**src/rtl/uart_pkg.sv**
```systemverilog
// UART memory-mapped peripheral: register map, STATUS bit indices
// and the TX/RX state encodings shared by the uart_mem slice.
package uart_pkg;

  localparam logic [1:0] REG_DATA = 2'd0;
  localparam logic [1:0] REG_STAT = 2'd1;
  localparam logic [1:0] REG_DIV  = 2'd2;
  localparam logic [1:0] REG_RSVD = 2'd3;

  localparam int STAT_TX_BUSY   = 0;
  localparam int STAT_RX_VALID  = 1;
  localparam int STAT_OVERRUN   = 2;
  localparam int STAT_FRAME_ERR = 3;

  localparam logic [15:0] DIV_MIN = 16'd4;

  typedef enum logic [1:0] {
    TX_IDLE,
    TX_START,
    TX_DATA,
    TX_STOP
  } tx_state_e;

  typedef enum logic [1:0] {
    RX_IDLE,
    RX_START,
    RX_DATA,
    RX_STOP
  } rx_state_e;

endpackage

```
**src/rtl/uart_fifo.sv**
```systemverilog
// RX byte FIFO for uart_mem (power-of-two depth).
// Push and pop may happen together, including while full.
module uart_fifo #(
  parameter int DEPTH = 4
) (
  input  logic                     clk,
  input  logic                     rst,
  input  logic                     push_i,
  input  logic [7:0]               data_i,
  input  logic                     pop_i,
  output logic [7:0]               data_o,
  output logic [$clog2(DEPTH):0]   count_o,
  output logic                     full_o,
  output logic                     empty_o
);

  localparam int AW = $clog2(DEPTH);

  logic [7:0]    mem_q [DEPTH];
  logic [AW-1:0] wp_q, wp_d, rp_q, rp_d;
  logic [AW:0]   cnt_q, cnt_d;
  logic          do_push, do_pop;

  assign full_o  = (cnt_q == (AW+1)'(DEPTH));
  assign empty_o = (cnt_q == '0);
  assign count_o = cnt_q;
  assign data_o  = mem_q[rp_q];

  always_comb begin
    do_pop  = pop_i & ~empty_o;
    do_push = push_i & (~full_o | do_pop);
    wp_d    = wp_q + AW'(do_push);
    rp_d    = rp_q + AW'(do_pop);
    cnt_d   = cnt_q + (AW+1)'(do_push) - (AW+1)'(do_pop);
  end

  always_ff @(posedge clk or posedge rst) begin
    if (rst) begin
      wp_q  <= '0;
      rp_q  <= '0;
      cnt_q <= '0;
    end else begin
      wp_q  <= wp_d;
      rp_q  <= rp_d;
      cnt_q <= cnt_d;
    end
  end

  always_ff @(posedge clk) begin
    if (do_push) mem_q[wp_q] <= data_i;
  end

endmodule

```
**src/rtl/uart_mem.sv**
```systemverilog
// UART with memory-mapped DATA/STATUS/DIV registers.
// Define UART_RX_FIFO_EN to buffer received bytes in uart_fifo.
module uart_mem
  import uart_pkg::*;
#(
  parameter int CLK_DIV_RESET = 217,
  parameter int RX_FIFO_DEPTH = 4
) (
  input  logic        clk,
  input  logic        rst,
  input  logic        mem_valid,
  output logic        mem_ready,
  input  logic [3:0]  mem_addr,
  input  logic [31:0] mem_wdata,
  input  logic [3:0]  mem_wstrb,
  output logic [31:0] mem_rdata,
  input  logic        uart_rxd,
  output logic        uart_txd
);

  logic [15:0] div_q, div_d, div_m;
  logic        ready_q;
  logic [31:0] rdata_q, rdata_d;
  logic        ovr_q, ovr_d, ferr_q, ferr_d;

  tx_state_e   tx_state_q, tx_state_d;
  logic [15:0] tx_cnt_q, tx_cnt_d, tx_div_q, tx_div_d;
  logic [7:0]  tx_sh_q, tx_sh_d;
  logic [2:0]  tx_bit_q, tx_bit_d;
  logic        tx_last, tx_busy;

  rx_state_e   rx_state_q, rx_state_d;
  logic [15:0] rx_cnt_q, rx_cnt_d, rx_div_q, rx_div_d;
  logic [7:0]  rx_sh_q, rx_sh_d;
  logic [2:0]  rx_bit_q, rx_bit_d;
  logic        rx_meta_q, rx_sync_q, rx_prev_q, rx_last;

  logic [1:0]  sel;
  logic        req, wr, go, data_wr, tx_load;
  logic        rx_pop, stat_wr, div_wr;
  logic        rx_done, ferr_set, ovr_set, rx_store;
  logic        rx_valid, rx_full;
  logic [7:0]  rx_byte, stat;
  logic [3:0]  rx_occ;

  assign mem_ready = ready_q;
  assign mem_rdata = rdata_q;
  assign tx_busy   = (tx_state_q != TX_IDLE);

  // A DATA write waits here while the transmitter is busy.
  always_comb begin
    sel     = mem_addr[3:2];
    wr      = |mem_wstrb;
    req     = mem_valid & ~ready_q;
    data_wr = req & mem_wstrb[0] & (sel == REG_DATA);
    go      = req & ~(data_wr & tx_busy);
    tx_load = go & data_wr;
    rx_pop  = go & ~wr & (sel == REG_DATA) & rx_valid;
    stat_wr = go & mem_wstrb[0] & (sel == REG_STAT);
    div_wr  = go & (|mem_wstrb[1:0]) & (sel == REG_DIV);
  end

  always_comb begin
    div_m = div_q;
    if (mem_wstrb[0]) div_m[7:0]  = mem_wdata[7:0];
    if (mem_wstrb[1]) div_m[15:8] = mem_wdata[15:8];
    div_d = div_q;
    if (div_wr) div_d = (div_m < DIV_MIN) ? DIV_MIN : div_m;
  end

  always_comb begin
    stat                 = '0;
    stat[STAT_TX_BUSY]   = tx_busy;
    stat[STAT_RX_VALID]  = rx_valid;
    stat[STAT_OVERRUN]   = ovr_q;
    stat[STAT_FRAME_ERR] = ferr_q;
    stat[7:4]            = rx_occ;
  end

  always_comb begin
    rdata_d = '0;
    if (go && !wr) begin
      unique case (sel)
        REG_DATA: rdata_d = {24'b0, rx_valid ? rx_byte : 8'h00};
        REG_STAT: rdata_d = {24'b0, stat};
        REG_DIV:  rdata_d = {16'b0, div_q};
        REG_RSVD: rdata_d = '0;
      endcase
    end
  end

  always_comb begin
    ovr_set  = rx_done & rx_full & ~rx_pop;
    rx_store = rx_done & ~ovr_set;
    ovr_d    = ovr_set |
               (ovr_q & ~(stat_wr & mem_wdata[STAT_OVERRUN]));
    ferr_d   = ferr_set |
               (ferr_q & ~(stat_wr & mem_wdata[STAT_FRAME_ERR]));
  end

  always_comb begin
    tx_state_d = tx_state_q;
    tx_cnt_d   = tx_cnt_q + 16'd1;
    tx_div_d   = tx_div_q;
    tx_sh_d    = tx_sh_q;
    tx_bit_d   = tx_bit_q;
    tx_last    = (tx_cnt_q == tx_div_q - 16'd1);
    unique case (tx_state_q)
      TX_IDLE: begin
        tx_cnt_d = '0;
        if (tx_load) begin
          tx_state_d = TX_START;
          tx_div_d   = div_q;
          tx_sh_d    = mem_wdata[7:0];
        end
      end
      TX_START: if (tx_last) begin
        tx_cnt_d   = '0;
        tx_bit_d   = '0;
        tx_state_d = TX_DATA;
      end
      TX_DATA: if (tx_last) begin
        tx_cnt_d = '0;
        tx_sh_d  = {1'b0, tx_sh_q[7:1]};
        tx_bit_d = tx_bit_q + 3'd1;
        if (tx_bit_q == 3'd7) tx_state_d = TX_STOP;
      end
      TX_STOP: if (tx_last) begin
        tx_cnt_d   = '0;
        tx_state_d = TX_IDLE;
      end
    endcase
  end

  assign uart_txd = (tx_state_q == TX_START) ? 1'b0 :
                    (tx_state_q == TX_DATA)  ? tx_sh_q[0] : 1'b1;

  // START checks mid-bit so a short low glitch is rejected.
  always_comb begin
    rx_state_d = rx_state_q;
    rx_cnt_d   = rx_cnt_q + 16'd1;
    rx_div_d   = rx_div_q;
    rx_sh_d    = rx_sh_q;
    rx_bit_d   = rx_bit_q;
    rx_done    = 1'b0;
    ferr_set   = 1'b0;
    rx_last    = (rx_cnt_q == rx_div_q - 16'd1);
    unique case (rx_state_q)
      RX_IDLE: begin
        rx_cnt_d = '0;
        if (rx_prev_q && !rx_sync_q) begin
          rx_state_d = RX_START;
          rx_div_d   = div_q;
        end
      end
      RX_START: if (rx_cnt_q == {1'b0, rx_div_q[15:1]}) begin
        rx_cnt_d   = '0;
        rx_bit_d   = '0;
        rx_state_d = rx_sync_q ? RX_IDLE : RX_DATA;
      end
      RX_DATA: if (rx_last) begin
        rx_cnt_d = '0;
        rx_sh_d  = {rx_sync_q, rx_sh_q[7:1]};
        rx_bit_d = rx_bit_q + 3'd1;
        if (rx_bit_q == 3'd7) rx_state_d = RX_STOP;
      end
      RX_STOP: if (rx_last) begin
        rx_cnt_d   = '0;
        rx_state_d = RX_IDLE;
        rx_done    = rx_sync_q;
        ferr_set   = ~rx_sync_q;
      end
    endcase
  end

`ifdef UART_RX_FIFO_EN
  localparam int CntW = $clog2(RX_FIFO_DEPTH) + 1;
  logic [CntW-1:0] fifo_cnt;
  logic            fifo_full, fifo_empty;
  logic            unused_ok;

  uart_fifo #(.DEPTH(RX_FIFO_DEPTH)) u_rx_fifo (
    .clk     (clk),
    .rst     (rst),
    .push_i  (rx_store),
    .data_i  (rx_sh_q),
    .pop_i   (rx_pop),
    .data_o  (rx_byte),
    .count_o (fifo_cnt),
    .full_o  (fifo_full),
    .empty_o (fifo_empty)
  );

  assign rx_valid  = ~fifo_empty;
  assign rx_full   = fifo_full;
  assign rx_occ    = 4'(fifo_cnt);
  assign unused_ok = ^{mem_addr[1:0], mem_wdata[31:16]};
`else
  localparam logic [31:0] FifoDepth = RX_FIFO_DEPTH;
  logic [7:0] hold_q, hold_d;
  logic       hold_vld_q, hold_vld_d;
  logic       unused_ok;

  always_comb begin
    hold_d     = hold_q;
    hold_vld_d = hold_vld_q;
    if (rx_pop) hold_vld_d = 1'b0;
    if (rx_store) begin
      hold_d     = rx_sh_q;
      hold_vld_d = 1'b1;
    end
  end

  always_ff @(posedge clk or posedge rst) begin
    if (rst) begin
      hold_q     <= '0;
      hold_vld_q <= 1'b0;
    end else begin
      hold_q     <= hold_d;
      hold_vld_q <= hold_vld_d;
    end
  end

  assign rx_valid  = hold_vld_q;
  assign rx_full   = hold_vld_q;
  assign rx_byte   = hold_q;
  assign rx_occ    = '0;
  assign unused_ok = ^{mem_addr[1:0], mem_wdata[31:16], FifoDepth[0]};
`endif

  always_ff @(posedge clk or posedge rst) begin
    if (rst) begin
      div_q      <= 16'(CLK_DIV_RESET);
      ready_q    <= 1'b0;
      rdata_q    <= '0;
      ovr_q      <= 1'b0;
      ferr_q     <= 1'b0;
      tx_state_q <= TX_IDLE;
      tx_cnt_q   <= '0;
      tx_div_q   <= 16'(CLK_DIV_RESET);
      tx_sh_q    <= '0;
      tx_bit_q   <= '0;
      rx_state_q <= RX_IDLE;
      rx_cnt_q   <= '0;
      rx_div_q   <= 16'(CLK_DIV_RESET);
      rx_sh_q    <= '0;
      rx_bit_q   <= '0;
      rx_meta_q  <= 1'b1;
      rx_sync_q  <= 1'b1;
      rx_prev_q  <= 1'b1;
    end else begin
      div_q      <= div_d;
      ready_q    <= go;
      rdata_q    <= rdata_d;
      ovr_q      <= ovr_d;
      ferr_q     <= ferr_d;
      tx_state_q <= tx_state_d;
      tx_cnt_q   <= tx_cnt_d;
      tx_div_q   <= tx_div_d;
      tx_sh_q    <= tx_sh_d;
      tx_bit_q   <= tx_bit_d;
      rx_state_q <= rx_state_d;
      rx_cnt_q   <= rx_cnt_d;
      rx_div_q   <= rx_div_d;
      rx_sh_q    <= rx_sh_d;
      rx_bit_q   <= rx_bit_d;
      rx_meta_q  <= uart_rxd;
      rx_sync_q  <= rx_meta_q;
      rx_prev_q  <= rx_sync_q;
    end
  end

endmodule

```
**config.mk**
```make
export PLATFORM = sky130hd
export DESIGN_NAME = uart_mem
export DESIGN_NICKNAME = d
export VERILOG_FILES = /design/src/rtl/uart_pkg.sv /design/src/rtl/uart_fifo.sv /design/src/rtl/uart_mem.sv
export SDC_FILE = /design/constraint.sdc
export NUM_CORES = 1
export LEC_CHECK = 0
export CORE_ASPECT_RATIO = 0.7
export CORE_MARGIN = 4
export CORE_UTILIZATION = 57
export DETAILED_ROUTE_END_ITERATION = 6
export GPL_ROUTABILITY_DRIVEN = 0
export MAX_ROUTING_LAYER = met4
export PLACE_DENSITY_LB_ADDON = 0.1
export SETUP_SLACK_MARGIN = 0.15
export SYNTH_ARGS = -nofsm -noshare
export SYNTH_HDL_FRONTEND = slang
export SYNTH_SLANG_ARGS = --single-unit
```
**constraint.sdc**
```tcl
create_clock -name clk -period 5.2 [get_ports clk]
set_input_delay 0.78 -clock clk [delete_from_list [all_inputs] [get_ports clk]]
set_output_delay 0.78 -clock clk [all_outputs]
set_load 0.005 [all_outputs]
```
* Yosys cells after proc, flatten, opt, wreduce, memory -nomap -nowiden
Cells that the tools add are included.
** Storage, ports and cells
- Output and inout port bits :: 34
- Register bits after elaboration :: 153
- Logic and storage cells :: 146
- Bits of input ports :: 44
** Operators by class
- $add $sub $neg :: 6
- Mux-type cells :: 41
- Bitwise gates (word level) :: 30
- Order comparisons :: 1
- Equal/unequal tests :: 24
- Reduce and logical (&&, ||, !) cells :: 24
** Operators with widths (count)
- 32-bit one-hot mux with 4 select lines :: 1
- 16-bit two-way mux :: 4
- 16-bit one-hot mux with 3 select lines :: 1
- 8-bit two-way mux :: 5
- 16-bit by 1-bit adder with 16-bit output (second input constant) :: 2
- 16-bit equality test :: 2
- 32-bit two-way mux :: 1
- 16-bit one-hot mux with 2 select lines :: 1
- 16-bit by 1-bit subtractor with 16-bit output (second input constant) :: 2
- 2-bit two-way mux :: 11
- 1-bit bitwise AND :: 20
- 2-bit inequality test (second input constant) :: 10
- 16-bit by 15-bit equality test with 1-bit output :: 1
- 16-bit by 3-bit < comparator with 1-bit output (second input constant) :: 1
- 2-bit one-hot mux with 4 select lines :: 2
- 8-bit one-hot mux with 2 select lines :: 1
- 2-bit equality test (second input constant) :: 6
- 3-bit two-way mux :: 4
- 3-bit one-hot mux with 2 select lines :: 2
- 5-bit AND reduction :: 2
- 2-bit nonzero test :: 5
- 3-bit AND reduction :: 3
- 1-bit two-way mux :: 8
- 1-bit inverter :: 8
- 11 further kinds :: 23

* Depth between registers and ports, before layout
Gate-level depths: netlist of run 1.
- Depth in word-level cells :: 15
- Depth in mapped cells :: 11
- Gate-level depth less buffers :: 9

* Worst setup path before layout of run 1
No wires, ideal clock.
- Path kind :: in2reg
- From :: input port mem_wstrb[0]
- To :: register hold_q[2]
- Arrival time :: 2.917 ns
- Setup slack :: 2.155 ns
- Library setup time :: 0.128 ns
- Stages on the path :: 9
- Data required time :: 5.072 ns
- Path buffers :: 2
- Cell sequence :: clkbuf_1 -> nand2b_1 -> o311ai_1 -> or4b_1 -> clkbuf_1 -> or2_1 -> o21ai_1 -> nand4_4 -> mux2_1
** On the way
- Cells in the longest elaborated chain, start to end :: 12
- Elaborated cells between the ends (all ways) :: 14
- Classes of those cells :: bitwise (13); reduce/logical (1)
** RTL lines
- from (decl) :: line uart_mem.sv:15 : input logic [3:0] mem_wstrb,
- 1-bit bitwise AND (2 in series) :: line uart_mem.sv:55 : data_wr = req & mem_wstrb[0] & (sel == REG_DATA);
- 1-bit bitwise AND :: line uart_mem.sv:56 : go = req & ~(data_wr & tx_busy);
- 1-bit inverter :: line uart_mem.sv:56
- 1-bit bitwise AND :: line uart_mem.sv:56
- 1-bit bitwise AND (*) (3 in series) :: line uart_mem.sv:58 : rx_pop = go & ~wr & (sel == REG_DATA) & rx_valid;
- 1-bit inverter (*) :: line uart_mem.sv:93 : ovr_set = rx_done & rx_full & ~rx_pop;
- 1-bit bitwise AND (*) :: line uart_mem.sv:93
- 1-bit inverter (*) :: line uart_mem.sv:94 : rx_store = rx_done & ~ovr_set;
- 1-bit bitwise AND (*) :: line uart_mem.sv:94
- to (signal assigned) :: line uart_mem.sv:219 : hold_q <= hold_d;
- to (decl) :: line uart_mem.sv:200 : logic [7:0] hold_q, hold_d;
Every way passes the cells marked *; elsewhere a longest branch is shown, timed or not.
A chain may end at the register's enable or synchronous reset.

* Worst setup path after layout of run 1
- From :: input port mem_addr[3]
- To :: register hold_q[2]
** On the way
- Cells in the longest elaborated chain, start to end :: 12
** RTL lines
- from (decl) :: line uart_mem.sv:13 : input logic [3:0] mem_addr,
- 2-bit zero test (*) :: line uart_mem.sv:55, uart_mem.sv:58
- 1-bit bitwise AND :: line uart_mem.sv:55
- 1-bit bitwise AND :: line uart_mem.sv:56
- 1-bit inverter :: line uart_mem.sv:56
- 1-bit bitwise AND :: line uart_mem.sv:56
- 1-bit bitwise AND :: line uart_mem.sv:58
- 1-bit bitwise AND (*) (2 in series) :: line uart_mem.sv:58
- 1-bit inverter (*) :: line uart_mem.sv:93
- 1-bit bitwise AND (*) :: line uart_mem.sv:93
- 1-bit inverter (*) :: line uart_mem.sv:94
- 1-bit bitwise AND (*) :: line uart_mem.sv:94
Marked as above.

==> reports/results.ini, run 1 <==
[floorplanning]
initial_core_util_pct = 59.6
die_x_um = 146
coreArea_um2 = 12700
io_pins = 78
num_rows = 34
die_h_um = 104
die-area_um2 = 15200

[synth]
synth_edf_count = 0
avgSynthCellArea_um2 = 10.2
seq_area_frac_synth_pct = 45.7
yosys_most_used_dff = dfrtp_1
synth_async_sr_flop_share_pct = 100
ys_seq_elements = 137
syn_inst = 740
yosys_warnings = 0
synth_top_area_share_pct = 39.4
syn_area_um2 = 7550
yosys-top-cells-area = dfrtp_1, dfstp_2, mux2_2
yosysTopAreaCell = dfrtp_1
synth_cell_types = 76

[timing]
rsz0062_at_grt = false
fin_crit_sh_pct = 70.1
max_freq_mhz = 274
setup_viol_count_final = 0
slew_violations = 0
worstMarginPinSlew_ns = 1.10
maxSlewHeadroom_pct = 26.6
fin_skew_ns = 0.00690
min_period_ns = 3.64
setup_tns_ns = 0
hold_viol_final = 0

[clocking]
cts_hold_buf = 0
root_buffer = clkbuf_16
cts_sinks = 137
clkLatencyLatePin_ns = 0.42
clockBufferDepth = 2
htree_levels = 4
path_clk_slew_ns = 0.06
cts_buffers = 17
post_cts_buffers = 0
cts_resized = 0
tritoncts = built

[detailed_routing]
vias_per_cell = 5.85
ant_nets = 0
vias = 5497
wire_per_inst_um = 17.9
drc_errors = 0
totalWireLength_um = 16900
drtPass1Iterations = 5
drt_iter0_drc = 447

[global_route]
grt_pass1_wl_um = 28700
antenna_found_initial = 0
grt_pass1_vias = 5363
grt-ovfl-total = 0
grt_max_degree = 84
grt_usage_pct = 24.1

[finish]
layout_commonest_cell = dfrtp_1
diodes = 0
mostFrequentLayoutCells = dfrtp_1, nand2_1, nor2_1
fin_cells = 940
utilization_pct = 68.2
area_delta_synth_final_pct = 14.4
layout.nets = 822
layout-drive-gt1-share_pct = 14.4
fin_area_um2 = 8640

[worst_setup_path]
critical_path_class = in -> reg
end_kind = register
crit_arrival_ns = 3.94
worst_ep_required_time_ns = 5.50
path_max_fanout = 14
start_kind = input pin

[power_and_ir_drop]
leakage_nw = 3.81
p_switching_mw = 1.59
power_frac_comb_pct = 31.0
seq_power_share_pct = 38.8
clockPowerShare_pct = 30.1
switching_share_pct = 36.3
ir_worst_vdd_mv = 0.289
power_density_nw_per_um2 = 507
internal-power_mw = 2.79

[place]
hpwl_um = 11800
place_inst = 908
port_buffers = 43
placed_area_um2 = 8010

[run_status]
outcome = finished, final reports clean

[job]
drv_cap = 0

[worst_hold_path]
hold_class = reg -> reg

## Yosys cell counts (all sizes together), types with 5 or more instances
| master | count |
|---|---|
| a211oi | 6 |
| a21oi | 15 |
| a22oi | 10 |
| and2 | 9 |
| and3 | 9 |
| buf | 27 |
| clkbuf | 28 |
| dfrtp | 119 |
| dfstp | 18 |
| ha | 13 |
| inv | 25 |
| mux2 | 57 |
| mux2i | 5 |
| nand2 | 69 |
| nand2b | 8 |
| nand3 | 28 |
| nand3b | 6 |
| nand4 | 10 |
| nor2 | 68 |
| nor2b | 6 |
| nor3 | 18 |
| nor4 | 16 |
| o21ai | 20 |
| or2 | 6 |
| or3 | 8 |
| xnor2 | 32 |
| xor2 | 46 |
## area by class of cell
type                       count  area [µm²]
fill                         932        4030
multi-input combinational    538        3800
sequential                   137        3450
timing repair buffer          46         453
clock buffer                  17         425
clock inverter                15         214
tap                          162         203
inverter                      25        96.3
## power by group through the flow
| stage | Combinational, mW | Sequential (mW) | Clock [mW] |
|---|---|---|---|
| 6_report | 1.36 | 1.70 | 1.32 |
| 5_1_grt | 1.51 | 1.75 | 1.39 |
| 4_1_cts | 1.35 | 1.70 | 1.34 |
| 3_5_place_dp | 1.33 | 1.71 | 0 |
| 3_3_place_gp | 1.28 | 1.70 | 0 |
| 2_1_floorplan | 1.22 | 1.51 | 0 |
## metal layers
layer / vias up / track usage, % / wire length (µm)
li1: 2600 / - / -
met2: 186 / 32.8 / 7170
met4: 0 / 5.83 / 159
met1: 2691 / 35.5 / 8300
met3: 20 / 6.75 / 1240
met5: - / - / 0
## worst max-delay path, stage by stage
cell	delay (ns)
clkdlybuf4s50_1	0.77
nand2b_1	0.26
o311ai_1	0.24
or4b_1	0.65
or2_1	0.32
o21ai_1	0.31
nand4_4	0.23
mux2_1	0.39
## cell families after synthesis
logic type	count (synthesis)	synth area share (%)
and+or+nand+nor	278	19.5
DFF	137	45.7
AOI/OAI and AO/OA	90	8.95
buffers and inverters	80	4.90
xor gates and xnor gates	79	9.34
muxes	62	9.46
adders and majority gates	13	2.15
other	1	0.0496
## state kept, by name, summed over array words and instances (netlist names), 3 cells and up, named ones only
| name | cells |
|---|---|
| tx_bit_q | 3 |
| tx_sh_q | 8 |
| rx_cnt_q | 16 |
| rx_bit_q | 3 |
| rx_div_q | 16 |
| tx_div_q | 16 |
| rx_sh_q | 8 |
| tx_cnt_q | 16 |
| mem_rdata | 16 |
| div_q | 16 |
| hold_q | 8 |
## worst paths after layout
| path | from | to | slack (ns) | cells after the start |
|---|---|---|---|---|
| hold / removal | rx_meta_q | rx_sync_q | 0.36 | 0 |
| min in group asynchronous | rst | div_q[12] | 0.94 | 2 |
| max in group asynchronous | rst | tx_div_q[6] | 3.24 | 3 |
| setup / recovery | mem_addr[3] | hold_q[2] | 1.56 | 8 |
| hold reg to reg | rx_meta_q | rx_sync_q | 0.36 | 0 |
| setup reg to reg | tx_div_q[1] | tx_sh_q[4] | 1.70 | 9 |
## per-stage QoR
step | hold WS (ns) | setup slack [ns] | power [mW]
finish | 0.358 | 1.56 | 4.38
global route | 0.363 | 1.36 | 4.65
CTS | 0.360 | 1.59 | 4.39
detailed placement | 0.351 | 1.15 | 3.04
global placement | 0.346 | 1.31 | 2.98
floorplan | 0.345 | 0.782 | 2.72
Power figures use the tool's default switching activity.
==> run 2: changes to the inputs <==
==> constraint.sdc (replaced) <==
create_clock -name clk -period 3.6 [get_ports clk]
set_input_delay 0.54 -clock clk [delete_from_list [all_inputs] [get_ports clk]]
set_output_delay 0.54 -clock clk [all_outputs]
set_load 0.005 [all_outputs]
==> reports/results.ini, run 2 (same netlist as run 1, synthesis figures left out) <==
[clocking]
clkLatencyLatePin_ns = 0.42  ; about the same
clockBufferDepth = 2  ; unchanged
cts_buffers = 17  ; unchanged
tritoncts = built
cts_sinks = 137  ; unchanged
path_clk_slew_ns = 0.07  ; about the same
htree_levels = 4  ; unchanged
root_buffer = clkbuf_16

[timing]
setup_tns_ns = 0  ; unchanged
finalHoldWorstSlack_ns = 0.356  ; -0.00211 ns
fin_crit_sh_pct = 92.1
hold_viol_final = 0  ; unchanged
maxSlewHeadroom_pct = 30.0  ; +3.4 points
max_freq_mhz = 302
worstMarginPinSlew_ns = 1.05  ; -0.0506 ns
slew_violations = 0  ; unchanged
fin_skew_ns = 0.0102  ; +0.00330 ns
setup_viol_count_final = 0  ; unchanged
min_period_ns = 3.31
rsz0062_at_grt = false

[worst_setup_path]
cp_cell_sequence = inv_1 -> ha_2 -> nor4b_4 -> nand3b_1 -> a2111o_1 -> a2111oi_4 -> o2111ai_4 -> a21oi_4 -> mux2_4
end_kind = register
path_max_fanout = 8  ; -6
r2r-end = tx_sh_q[6]
slowest_stage = a2111o_1
crit_arrival_ns = 3.62  ; -0.32 ns
reg2reg_from = tx_div_q[1]
critPathMaxStageDelay_ns = 0.46  ; -0.31 ns
critical_path_class = reg -> reg
start_kind = register
reg2reg_slack_ns = 0.29  ; -1.41 ns
worst_ep_required_time_ns = 3.91  ; -1.59 ns
reg2reg_depth = 9  ; unchanged

[detailed_routing]
wire_per_inst_um = 17.9  ; -0.32%
vias = 5564  ; +1.2%
drc_errors = 0  ; unchanged
drt_iter0_drc = 490  ; +9.6%
drtPass1Iterations = 5  ; unchanged
vias_per_cell = 5.88  ; +0.47%
totalWireLength_um = 16900  ; +0.43%
ant_nets = 0  ; unchanged

[finish]
diodes = 0  ; unchanged
mostFrequentLayoutCells = dfrtp_1, nand2_1, nor2_1
layout-drive-gt1-share_pct = 15.3  ; +0.89 points
fill_cells = 938  ; +0.64%
layout_commonest_cell = dfrtp_1
layout.nets = 829  ; +0.85%
register_area_um2 = 3450  ; unchanged
multi_input_area_um2 = 3800  ; about the same
fin_area_um2 = 8650  ; +0.10%
area_delta_synth_final_pct = 14.6

[power_and_ir_drop]
leakage_nw = 3.83  ; +0.35%
ir_worst_vdd_mv = 0.393  ; +36%
power_density_nw_per_um2 = 717  ; +41%
total_power_mw = 6.21  ; +42%

[global_route]
grt_pass1_vias = 5464  ; +1.9%
grt_pass1_wl_um = 28400  ; -0.94%
grt_max_degree = 114  ; +36%
grt-ovfl-total = 0  ; unchanged
antenna_found_initial = 0  ; unchanged
grt_usage_pct = 23.7  ; -0.39 points

[floorplanning]
num_rows = 34  ; unchanged
die-area_um2 = 15200  ; unchanged
die_x_um = 146  ; unchanged
coreArea_um2 = 12700  ; unchanged
io_pins = 78  ; unchanged
die_h_um = 104  ; unchanged
initial_core_util_pct = 59.6  ; unchanged

[worst_hold_path]
whs_path_depth = 0  ; unchanged
holdPathEnd = rx_sync_q
hp-start = rx_meta_q
hold_class = reg -> reg

[run_status]
outcome = finished, final reports clean

[place]
hpwl_um = 12000  ; +1.7%
port_buffers = 43  ; unchanged
placed_area_um2 = 8060  ; +0.64%

[job]
drv_cap = 0  ; unchanged

## run 2: timing repair
item,4_1_cts,5_1_grt
endpoints found under the hold margin,0,0
gates resized for setup,0,1
buffers inserted,0,2
hold buffers,0,0
endpoints found under the setup margin,0,8
## run 2: how the worst max path moves through the flow
stage / from / slack (ns) / to
floorplan: tx_div_q[1] / 0.65 / tx_sh_q[1]
global placement: mem_wstrb[0] / 0.26 / hold_q[2]
detailed placement: mem_wstrb[0] / 0.07 / hold_q[3]
CTS: tx_div_q[1] / 0.23 / tx_sh_q[6]
global route: tx_div_q[1] / 0.15 / tx_sh_q[6]
finish: tx_div_q[1] / 0.29 / tx_sh_q[6]
## run 2: layer usage
metal	global-route usage [%]	vias up	wire (µm)
met1	35.1	2735	8410
li1	-	2606	-
met4	6.30	0	207
met3	5.23	20	957
met2	32.8	203	7360
met5	-	-	0
## run 2: metrics by stage
| step | instances | setup WS, ns | util [%] |
|---|---|---|---|
| finish | 947 | 0.285 | 68.3 |
| global route | 947 | 0.154 | 68.3 |
| CTS | 945 | 0.226 | 68.1 |
| detailed placement | 913 | 0.0651 | 63.6 |
| global placement | 913 | 0.265 | 63.6 |
| floorplan | 755 | 0.651 | - |
## run 2: area by class of cell
cell class | instances | share of cell area [%]
flip-flops and latches | 137 | 39.9
repair buffers | 53 | 5.99
clock buffers | 17 | 4.92
clock inverters | 15 | 1.78
multi-input cells | 538 | 44.0
inverters | 25 | 1.13
well taps | 162 | 2.34
## run 2: critical path: cells and delay by family, from the launching register on
kind	cells	cell delay, ns
buf+inv	1	0.09
compound gates	4	1.55
flops	1	0.42
simple gates	2	0.52
fa+ha+maj	1	0.26
mux	1	0.34
## run 2: power by group
group          internal (mW)  leakage [nW]  switching [mW]
combinational          0.973          1.78            1.04
sequential              1.91          1.77           0.551
clock                  0.978         0.281           0.754
